<file path="src/rtl/pow_2_energy_acc.sv">
// Windowed energy accumulator behind a pipelined squarer.
// Aligns the sample valid to the squarer latency and sums WIN_LEN squares into a valid/ready output.
module pow_2_energy_acc #(
    parameter  int unsigned MUL_LAT = 3,
    parameter  int unsigned WIN_LEN = 16,
    parameter  int unsigned ACC_W   = 20,
    localparam int unsigned CNT_W   = $clog2(WIN_LEN + 1)
) (
    input  logic             clk,
    input  logic             rst_n,
    input  logic             valid_i,
    input  logic [15:0]      square_i,
    input  logic             clr_i,
    output logic [ACC_W-1:0] sum_o,
    output logic             sum_valid_o,
    input  logic             sum_ready_i,
    output logic             sat_o,
    output logic [CNT_W-1:0] cnt_o,
    output logic             ovr_o
);

    typedef enum logic {ACC_IDLE, ACC_RUN}    acc_state_e;
    typedef enum logic {OUT_EMPTY, OUT_FULL}  out_state_e;

    logic [MUL_LAT-1:0] vld_pipe_q, vld_pipe_d, vld_shift;
    acc_state_e         acc_state_q, acc_state_d;
    out_state_e         out_state_q, out_state_d;
    logic [ACC_W-1:0]   acc_q, acc_d;
    logic               sat_win_q, sat_win_d;
    logic [CNT_W-1:0]   cnt_q, cnt_d;
    logic [ACC_W-1:0]   sum_q, sum_d;
    logic               sat_q, sat_d;
    logic               ovr_q, ovr_d;

    logic               arrive;
    logic               complete;
    logic               clamp;
    logic [ACC_W-1:0]   base;
    logic [ACC_W:0]     add_w;
    logic [ACC_W-1:0]   total;

    // Valid delay line matching the squarer latency
    if (MUL_LAT > 1) begin : g_pipe
        assign vld_shift = {vld_pipe_q[MUL_LAT-2:0], valid_i};
    end else begin : g_pipe_one
        assign vld_shift = valid_i;
    end

    always_comb begin
        vld_pipe_d  = vld_shift;
        acc_state_d = acc_state_q;
        out_state_d = out_state_q;
        acc_d       = acc_q;
        sat_win_d   = sat_win_q;
        cnt_d       = cnt_q;
        sum_d       = sum_q;
        sat_d       = sat_q;
        ovr_d       = ovr_q;

        arrive   = vld_pipe_q[MUL_LAT-1];
        base     = (acc_state_q == ACC_IDLE) ? '0 : acc_q;
        add_w    = {1'b0, base} + (ACC_W + 1)'(square_i);
        // A clamped window stays clamped until it completes
        clamp    = add_w[ACC_W] | ((acc_state_q == ACC_RUN) & sat_win_q);
        total    = clamp ? '1 : add_w[ACC_W-1:0];
        complete = arrive && (acc_state_q == ACC_RUN) && (cnt_q == CNT_W'(WIN_LEN - 1));

        if (arrive) begin
            if (complete) begin
                acc_d       = '0;
                sat_win_d   = 1'b0;
                cnt_d       = '0;
                acc_state_d = ACC_IDLE;
            end else begin
                acc_d       = total;
                sat_win_d   = clamp;
                cnt_d       = cnt_q + CNT_W'(1);
                acc_state_d = ACC_RUN;
            end
        end

        // Output register: a completion loads over a same-cycle pop, otherwise it is dropped
        case (out_state_q)
            OUT_EMPTY: begin
                if (complete) begin
                    sum_d       = total;
                    sat_d       = clamp;
                    out_state_d = OUT_FULL;
                end
            end
            OUT_FULL: begin
                if (complete) begin
                    if (sum_ready_i) begin
                        sum_d = total;
                        sat_d = clamp;
                    end else begin
                        ovr_d = 1'b1;
                    end
                end else if (sum_ready_i) begin
                    out_state_d = OUT_EMPTY;
                end
            end
            default: out_state_d = OUT_EMPTY;
        endcase

        if (clr_i) begin
            vld_pipe_d  = '0;
            acc_state_d = ACC_IDLE;
            out_state_d = OUT_EMPTY;
            acc_d       = '0;
            sat_win_d   = 1'b0;
            cnt_d       = '0;
            sum_d       = '0;
            sat_d       = 1'b0;
            ovr_d       = 1'b0;
        end
    end

    always_ff @(posedge clk or negedge rst_n) begin
        if (!rst_n) begin
            vld_pipe_q  <= '0;
            acc_state_q <= ACC_IDLE;
            out_state_q <= OUT_EMPTY;
            acc_q       <= '0;
            sat_win_q   <= 1'b0;
            cnt_q       <= '0;
            sum_q       <= '0;
            sat_q       <= 1'b0;
            ovr_q       <= 1'b0;
        end else begin
            vld_pipe_q  <= vld_pipe_d;
            acc_state_q <= acc_state_d;
            out_state_q <= out_state_d;
            acc_q       <= acc_d;
            sat_win_q   <= sat_win_d;
            cnt_q       <= cnt_d;
            sum_q       <= sum_d;
            sat_q       <= sat_d;
            ovr_q       <= ovr_d;
        end
    end

    assign sum_o       = sum_q;
    assign sum_valid_o = (out_state_q == OUT_FULL);
    assign sat_o       = sat_q;
    assign cnt_o       = cnt_q;
    assign ovr_o       = ovr_q;

endmodule

</file>
<file path="config.mk">
export PLATFORM = sky130hd
export DESIGN_NAME = pow_2_energy_acc
export DESIGN_NICKNAME = d
export VERILOG_FILES = /design/src/rtl/pow_2_energy_acc.sv
export SDC_FILE = /design/constraint.sdc
export NUM_CORES = 1
export LEC_CHECK = 0
export BUFFER_PORTS_ARGS = -buffer_cell sky130_fd_sc_hd__buf_4
export CAP_MARGIN = 20
export CORE_MARGIN = 2
export CORE_UTILIZATION = 52
export DETAILED_ROUTE_END_ITERATION = 7
export PLACE_DENSITY = 0.78
export SLEW_MARGIN = 10
export SYNTH_ARGS = -nofsm -noshare
export SYNTH_HDL_FRONTEND = slang
export SYNTH_SLANG_ARGS = --single-unit
</file>
<file path="constraint.sdc">
create_clock -name clk -period 9.9 [get_ports clk]
set_clock_uncertainty 0.2 [all_clocks]
set_input_delay 1.98 -clock clk [delete_from_list [all_inputs] [get_ports clk]]
set_output_delay 1.98 -clock clk [all_outputs]
set_load 0.01 [all_outputs]
</file>
; Word level (Yosys, flattened, before mapping)
; Index checks and enable logic that the tools add are counted.
[classes]
n_lt_le_gt_ge = 0
n_mul = 0
bitwise_logic = 3
shift = 0
div = 0
n_reduce_logical = 7
n_mux = 34
addsub = 2
n_eq_ne = 5
[ops]
columns = cell, n
row1 = 20-bit 2-to-1 mux, 9
row2 = 20-bit one-hot mux with 2 select lines, 1
row3 = 20-bit by 16-bit adder with 21-bit output, 1
row4 = 1-bit 2-to-1 mux, 18
row5 = 5-bit 2-to-1 mux, 3
row6 = "3-bit inequality test, second input constant", 2
row7 = 3-bit AND reduction, 2
row8 = 2-bit nonzero test, 3
row9 = "5-bit by 1-bit adder with 5-bit output, second input constant", 1
row10 = "5-bit by 4-bit == test with 1-bit output, second input constant", 1
row11 = 1-bit one-hot mux with 2 select lines, 2
row12 = 3-bit 2-to-1 mux, 1
row13 = "3-bit by 2-bit inequality test with 1-bit output, second input constant", 1
row14 = 1-bit logical AND, 2
row15 = "2-bit inequality test, second input constant", 1
row16 = 1-bit bitwise AND, 1
row17 = 1-bit inverter, 1
row18 = 1-bit bitwise OR, 1
[totals]
mem_bits_ro = 0
register_bits = 53
n_memories = 0
output_inout_bits = 28
input_bits = 21
latch_bits = 0
ram_bits = 0
wordCells = 60

; Longest topological paths before layout
; Gate-level depths: netlist of run 1.
[depth]
word_depth = 8
ltp_mapped = 14
depth_no_buf = 10

; Worst setup path before layout of run 1
; No wires, ideal clock.
[synth_timing]
path_kind = input port to flip-flop
start = input port square_i[0]
end = register acc_q[14]
path_buffers = 1
cell_stages = 10
slack_ns = 5.464
arrival_time_ns = 4.110
required_time_ns = 9.574
path_cell_list = ha_1 -> fa_1 -> a211o_1 -> a211oi_2 -> a211o_2 -> a21oi_2 -> a32o_1 -> buf_6 -> and2_1 -> a221o_1
[synth_via]
elab_chain_cells = 6
[synth_lines]
columns = element, line_no
row1 = from (decl), 12  ; input logic [15:0] square_i,
row2 = 20-bit by 16-bit adder with 21-bit output *, 62  ; add_w = {1'b0, base} + (ACC_W + 1)'(square_i);
row3 = 1-bit bitwise OR, 64  ; clamp = add_w[ACC_W] | ((acc_state_q == ACC_RUN) & sat_win_q);
row4 = 20-bit 2-to-1 mux *, 65  ; total = clamp ? '1 : add_w[ACC_W-1:0];
row5 = 20-bit 2-to-1 mux *, 69  ; if (complete) begin
row6 = 20-bit 2-to-1 mux *, 68  ; if (arrive) begin
row7 = 20-bit 2-to-1 mux *, 106  ; if (clr_i) begin
row8 = to (signal assigned), 124  ; acc_q <= '0;
row9 = to (signal assigned), 134  ; acc_q <= acc_d;
row10 = to (decl), 28  ; logic [ACC_W-1:0] acc_q, acc_d;
; Every way passes the cells marked *; elsewhere a longest branch is shown, timed or not. The select of a mux whose other input is x is not followed.
; A chain may end at the register's enable or synchronous reset.

; Worst setup path in the final report of run 1
[layout_timing]
start = input port square_i[0]
end = register sum_q[11], in the netlist sum_o[11]
[layout_via]
elab_chain_cells = 7
word_cells_on_any_way = 8
classes_between = 1 x add/sub / 6 x mux / 1 x bitwise
[layout_lines]
columns = element, line_no
row1 = 20-bit by 16-bit adder with 21-bit output *, 62
row2 = 1-bit bitwise OR, 64
row3 = 20-bit 2-to-1 mux *, 65
row4 = 20-bit 2-to-1 mux, 93  ; if (sum_ready_i) begin
row5 = 20-bit 2-to-1 mux, 92  ; if (complete) begin
row6 = 20-bit one-hot mux with 2 select lines *, 83  ; case (out_state_q)
row7 = 20-bit 2-to-1 mux *, 106
row8 = to (signal assigned), 137  ; sum_q <= sum_d;
row9 = to (decl), 31  ; logic [ACC_W-1:0] sum_q, sum_d;
; Marked as above.

==> impl_results.md, run 1 <==
- Core area: between 0.005 and 0.006 sq mm
- Post-synth EDFFs: 0
- Die Span X: 81.50 um
- Most common cell in the netlist: dfrtp_1
- Post-synthesis sequential area ratio: 0.4247
- Average size of a mapped cell: 8.923 sq um
- Crit path DAT: 4.56 ns
- CP max stage delay: 0.52 ns
- Synth cell types: between 40 and 50
- Top cell type's share of synthesized area: 0.4247
- DR vias/cell: 5.758
- WL per Instance: 14.77 um
- Fmax: 219.1 MHz
- # DRC: 0
- Power Density: 104.2 mW/mm^2
- Total number of vias: 2683
- Synth warnings: 0
- Area grow syn2layout: 15.46%
- Synth Instances: 350
- CTS tree: done
- FF+latch count, synth: between 50 and 60
- Placed instance area: 0.003518 sq mm
- Period utilization: 0.4609
- Crit path cell chain: buf_4 -> ha_1 -> fa_1 -> a211o_1 -> a211oi_2 -> a211o_2 -> a21oi_2 -> a32o_1 -> and2_1 -> a221o_1
- Cts hold-fix bufs: 0
- CP startpoint kind: primary input
- Crit path capture type: flip-flop
- Sequential power share: 0.586
- ANT nets after route: 0
- Initial Utilization: 0.5338
- CP max stage cell: a32o_1
- H-tree levels: 2
- First DRT Iteration DRCs: 139
- Worst slack, placed: 5.026 ns
- Gate power share: 0.091
- VDD IR-drop max: 0.06548 mV
- Grt total ovfl: 0
- Final hold vios: 0
- Power share of the clock group: 0.323
- RSZ-0062 raised after global routing: no
- Vias in the first global route: 2504
- Final setup violation count: 0
- Actual slew at the worst max-slew pin: 0.7947 ns
- Sink Count: 53
- Number of port buffers: 48
- Largest cells by area after synthesis: dfrtp_1 42%, ha_1 6.8%, nand2_1 6.1%
- CTS Buf Count: 5
- Async set-reset flop share out of synthesis: 1.000
- Total inserted antenna cells: 0
- Most area-hungry cell type in the Yosys netlist: dfrtp_1
- Total GRT Usage: 0.2177
- GP Congestion: between 0.8 and 0.9
- Fin worst setup slack: 5.337 ns
- Hold WC Path Type: reg -> reg
- # Post-CTS Setup Buffers: 0
- Post-route minimum period: 4.563 ns
- Ports: 49
- Switch share: 0.2510
- Pwr Total: 0.3758 mW
- Fin cells: 466
- Ys flop type: dfrtp_1
- Pleak: between 1.5 and 2 nW
- Synthesized Nets: 389
- Finished Cell Area: 0.003606 sq mm
- Antenna violations before repair: 0
- # nets final: 429
- CTS clk-pin slew, worst paths: 0.09 ns
- Hpwl dp: 4939 um
- Finished Core Util: 0.6163
- Clk_lat worst skew: 0.31 ns
- Clk buf depth: 2
- Largest net degree at the start of global routing: 54
- Setup TNS: 0 ns
- WL final: 6882 um
- Chip height: between 80 and 90 um
- Crit path max fanout: 21
- Mapped cell area: between 0.003 and 0.004 sq mm
- Final worst hold slack: 0.2711 ns
- Final max-slew violation count: 0
- Critical path required time: 9.90 ns
- Cell-internal power: roughly 0.28 mW
- Layout cells sized above 1: 0.1637
- Switching power total: approximately 0.094 mW
- Status: complete, no violations
- Max-slew headroom: 0.4702
- Clk root buf: clkbuf_8
- Std-Cell Rows: 28
- Max-Cap Viols: 0
- First-pass GRT wire length: 11340 um
- Die area: roughly 0.0066 sq mm
- DR pass1 iterations: 5
- Cts repair resizes: 0
- Critical path type: in -> reg
- Dpl cells: about 460
- Most frequent cells after synthesis: 53 x dfrtp_1, 51 x nand2_1, 36 x o21ai_0
layout make-up:
cell class | count | area (sq um)
Multi-Input combinational cell | 277 | 1712
Clock inverter | 2 | 15.01
Inverter | 3 | 11.26
Fill cell | 513 | 2245
Tap cell | 75 | 93.84
Timing Repair Buffer | 50 | 375.4
Sequential cell | 53 | 1326
Clock buffer | 6 | 72.57
routing by layer:
| metal | routed length (um) | share of wire | GRT usage |
|---|---|---|---|
| met1 | 3163 | 0.46 | 0.2900 |
| met2 | 3379 | 0.49 | 0.3713 |
| met3 | 268 | 0.039 | 0.03407 |
| met4 | 70 | 0.010 | 0.05593 |
| met5 | 0 | 0 | 0 |
cell usage in the layout, fill, tap and decap left out, drive strengths merged, types with 8 or more instances in the layout:
cell / netlist / final
nor2: 24 / 24
o21ai: 36 / 36
buf: 3 / 50
dfrtp: 53 / 53
ha: 17 / 17
a21oi: 26 / 26
and2: 22 / 22
nand4: 8 / 8
nand2: 51 / 51
nand3: 12 / 12
flip-flops by register name, summed over array words and instances, names as in the netlist:
signal,count
acc_q,20
vld_pipe_q,3
cnt_o,5
acc_state_q,1
ovr_o,1
sum_valid_o,1
sat_win_q,1
sum_o,20
sat_o,1
cells by family (layout without fill, tap and decap cells):
logic type | count (synthesis) | count (layout) | share of synthesized area
compound gates | 103 | 103 | 0.2095
xor+xnor | 13 | 13 | 0.03646
fa+ha+maj | 18 | 18 | 0.07452
buf+inv | 20 | 61 | 0.02724
flops | 53 | 53 | 0.4247
mux | 1 | 1 | 0.003205
simple gates | 142 | 142 | 0.2244
power by group through the flow:
stage	combinational, mW	sequential (mW)	clock [mW]
4_1_cts	0.0341	0.220	0.124
3_3_place_gp	0.0336	0.225	0
3_5_place_dp	0.0340	0.225	0
6_report	0.0340	0.220	0.121
5_1_grt	0.0380	0.221	0.135
2_1_floorplan	0.0187	0.224	0
worst paths after layout:
kind	end	cells past startpoint	slack [ns]	from
min	vld_pipe_q[2]	1	0.27	vld_pipe_q[1]
min reg2reg	vld_pipe_q[2]	1	0.27	vld_pipe_q[1]
max reg2reg	sum_o[11]	10	6.15	acc_state_q
max in group asynchronous	acc_q[14]	1	7.55	rst_n
max	sum_o[11]	10	5.34	square_i[0]
min in group asynchronous	acc_q[8]	1	1.49	rst_n
worst max-delay path, delay by kind of cell:
family / cells / cell delay (ns)
AOI/OAI and AO/OA: 6 / 1.56
adders and majority gates: 2 / 0.63
buffers and inverters: 1 / 0.11
and+or+nand+nor: 1 / 0.27
(Power assumes the default switching activity.)
==> run 2: changes to the inputs <==
==> constraint.sdc (replaced) <==
create_clock -name clk -period 4.4 [get_ports clk]
set_clock_uncertainty 0.2 [all_clocks]
set_input_delay 0.88 -clock clk [delete_from_list [all_inputs] [get_ports clk]]
set_output_delay 0.88 -clock clk [all_outputs]
set_load 0.01 [all_outputs]
==> run 2 against run 1 <==
Register-to-register slack worse by 5.2 ns. Utilization grew 0.68 points. Die area did not move. Via count fell by 0.34%. First-iteration DRC count grew 30%. Critical path depth is the same. Critical path type is now reg -> reg.
==> impl_results.md, run 2 (same netlist as run 1, synthesis figures left out) <==
- Status: complete, no violations
- Dpl cells: 459 (+0.22%)
- First DRT Iteration DRCs: 181 (+30%)
- Grt total ovfl: 0 (unchanged)
- Chip height: 81.50 um (unchanged)
- # nets final: 430 (+0.23%)
- GP Congestion: 0.8716 (+0.18%)
- Std-Cell Rows: 28 (unchanged)
- DR pass1 iterations: 4 (-1)
- Commonest non-fill, non-tap cell in the layout: dfrtp_1
- R2R cell count: 10 (unchanged)
- # Post-CTS Setup Buffers: 0 (unchanged)
- R2R setup slack: 0.92 ns (-5.23 ns)
- Total number of vias: 2674 (-0.34%)
- Die area: 0.006641 sq mm (unchanged)
- Multi-input logic area: 0.001712 sq mm (unchanged)
- Critical path required time: 4.45 ns (-5.45 ns)
- Metal3 WL: 303 um (+13%)
- Crit Reg-Reg Startpoint: acc_state_q
- Cts hold-fix bufs: 0 (unchanged)
- First-pass GRT wire length: 11540 um (+1.8%)
- Register area: 0.001326 sq mm (unchanged)
- Fin cells: 467 (+0.21%)
- Met1 wire length: 3171 um (+0.25%)
- Core area: 0.005851 sq mm (unchanged)
- CP startpoint kind: flip-flop
- Max-Cap Viols: 0 (unchanged)
- WL final: 6950 um (+0.99%)
- Number of port buffers: 48 (unchanged)
- Critical Path Source: acc_state_q
- Sequential power share: 0.538 (-0.048)
- Clk buf depth: 2 (unchanged)
- Power share of the clock group: 0.376 (+0.053)
- Crit path capture type: flip-flop
- CTS Buf Count: 5 (unchanged)
- Crit path max fanout: 21 (unchanged)
- Post-route minimum period: between 3 and 4 ns
- Area grow syn2layout: 16.75%
- Max-slew headroom: 0.3217 (-0.1485)
- Ports: 49 (unchanged)
- Hold WC Path Type: reg -> reg
- Die Span X: 81.50 um (unchanged)
- Commonest non-fill, non-tap cells in the layout: 53 x dfrtp_1, 51 x nand2_1, 51 x buf_4
- Hold Path End: vld_pipe_q[2]
- CTS tree: done
- Total inserted antenna cells: 0 (unchanged)
- Total GRT Usage: 0.2250 (+0.007311)
- Cell-internal power: 0.7065 mW (+150%)
- Crit path DAT: 3.53 ns (-1.03 ns)
- Pleak: 1.812 nW (+1.4%)
- Fmax: between 200 and 300 MHz
- Actual slew at the worst max-slew pin: 1.014 ns (+0.2190 ns)
- Critical path type: reg -> reg
- Final setup violation count: 0 (unchanged)
- Wire length on met2: 3413 um (+1.0%)
- Antenna violations before repair: 0 (unchanged)
- # DRC: 0 (unchanged)
- Initial Utilization: 0.5338 (unchanged)
- Hold path depth: 1 (unchanged)
- Pwr Total: 0.9186 mW (+140%)
- Power Density: 251.9 mW/mm^2 (+140%)
- Final hold vios: 0 (unchanged)
- RSZ-0062 raised after global routing: no
- VDD IR-drop max: 0.1551 mV (+140%)
- Vias in the first global route: 2514 (+0.40%)
- ANT nets after route: 0 (unchanged)
- Clk root buf: clkbuf_8
- Top Layer Used: met4
- Gate power share: 0.085 (-0.006)
- Layout cells sized above 1: 0.1684 (+0.004684)
- DR vias/cell: 5.726 (-0.55%)
- Switch share: 0.2309 (-0.02010)
- Final max-slew violation count: 0 (unchanged)
- Hold Path Origin: vld_pipe_q[1]
- Largest net degree at the start of global routing: 54 (unchanged)
- Sink Count: 53 (unchanged)
- Setup TNS: 0 ns (unchanged)
- Cts repair resizes: 0 (unchanged)
- WL per Instance: 14.88 um (+0.77%)
- Switching power total: 0.2121 mW (+120%)
- H-tree levels: 2 (unchanged)
- CTS clk-pin slew, worst paths: 0.10 ns (about the same)
- Clk_lat worst skew: 0.31 ns (about the same)
- Hpwl dp: 5118 um (+3.6%)
- Reg-to-reg endpoint: sum_o[17]
- Period utilization: 0.7916
- FILL cells: 491 (-4.3%)
## run 2: cell types whose count changed in the layout (fill, tap and decap cells not counted), sizes merged
cell and change:
buf +1, bufinv +1, clkinvlp -1
## run 2: per-layer routing
metal / track usage / up-vias
met2: 0.3713 / 54
met1: 0.3079 / 1290
met4: 0.05085 / 0
met3: 0.04396 / 5
met5: 0 / -
li1: - / 1325
## run 2: critical path, cell delays in order, from the launching register on
cell and delay [ns]:
dfrtp_1 0.48, buf_4 0.24, and2_1 0.16, ha_1 0.38, o211a_1 0.20, a211oi_2 0.07, a211o_2 0.32, a21oi_2 0.23
a32o_1 0.69, nand2_1 0.26, nand4_1 0.17
## run 2: layout make-up
class                      count  area share
clock buffer                   6     0.02265
clock inverter                 2     0.01030
inverter                       3    0.003089
multi-input combinational    277      0.4695
sequential                    53      0.3638
tap                           75     0.02574
timing repair buffer          51      0.1050
## run 2: power by group through the flow
| stage | clock network [mW] | logic (mW) | registers, mW |
|---|---|---|---|
| 5_1_grt | 0.384 | 0.0877 | 0.495 |
| 2_1_floorplan | 0 | 0.0421 | 0.503 |
| 6_report | 0.346 | 0.0785 | 0.494 |
| 3_3_place_gp | 0 | 0.0774 | 0.504 |
| 3_5_place_dp | 0 | 0.0786 | 0.504 |
| 4_1_cts | 0.357 | 0.0790 | 0.494 |
## run 2: how the worst max path moves through the flow
stage          depth (start not counted)         to  slack (ns)
2_1_floorplan                         14  acc_q[14]        0.96
3_3_place_gp                          10  acc_q[14]        0.65
3_5_place_dp                          10  acc_q[14]        0.62
4_1_cts                               10  sum_o[17]        0.91
5_1_grt                               10  sum_o[17]        0.55
6_report                              10  sum_o[17]        0.92
## run 2: stage by stage
step	hold WS (ns)	instance area [sq um]	util	setup WS (ns)
2_1_floorplan	0.2383	3123	-	0.9634
3_3_place_gp	0.2471	3526	0.6027	0.6527
3_5_place_dp	0.2624	3526	0.6027	0.6176
4_1_cts	0.2857	3646	0.6232	0.9079
5_1_grt	0.3009	3646	0.6232	0.5537
6_report	0.2794	3646	0.6232	0.9171
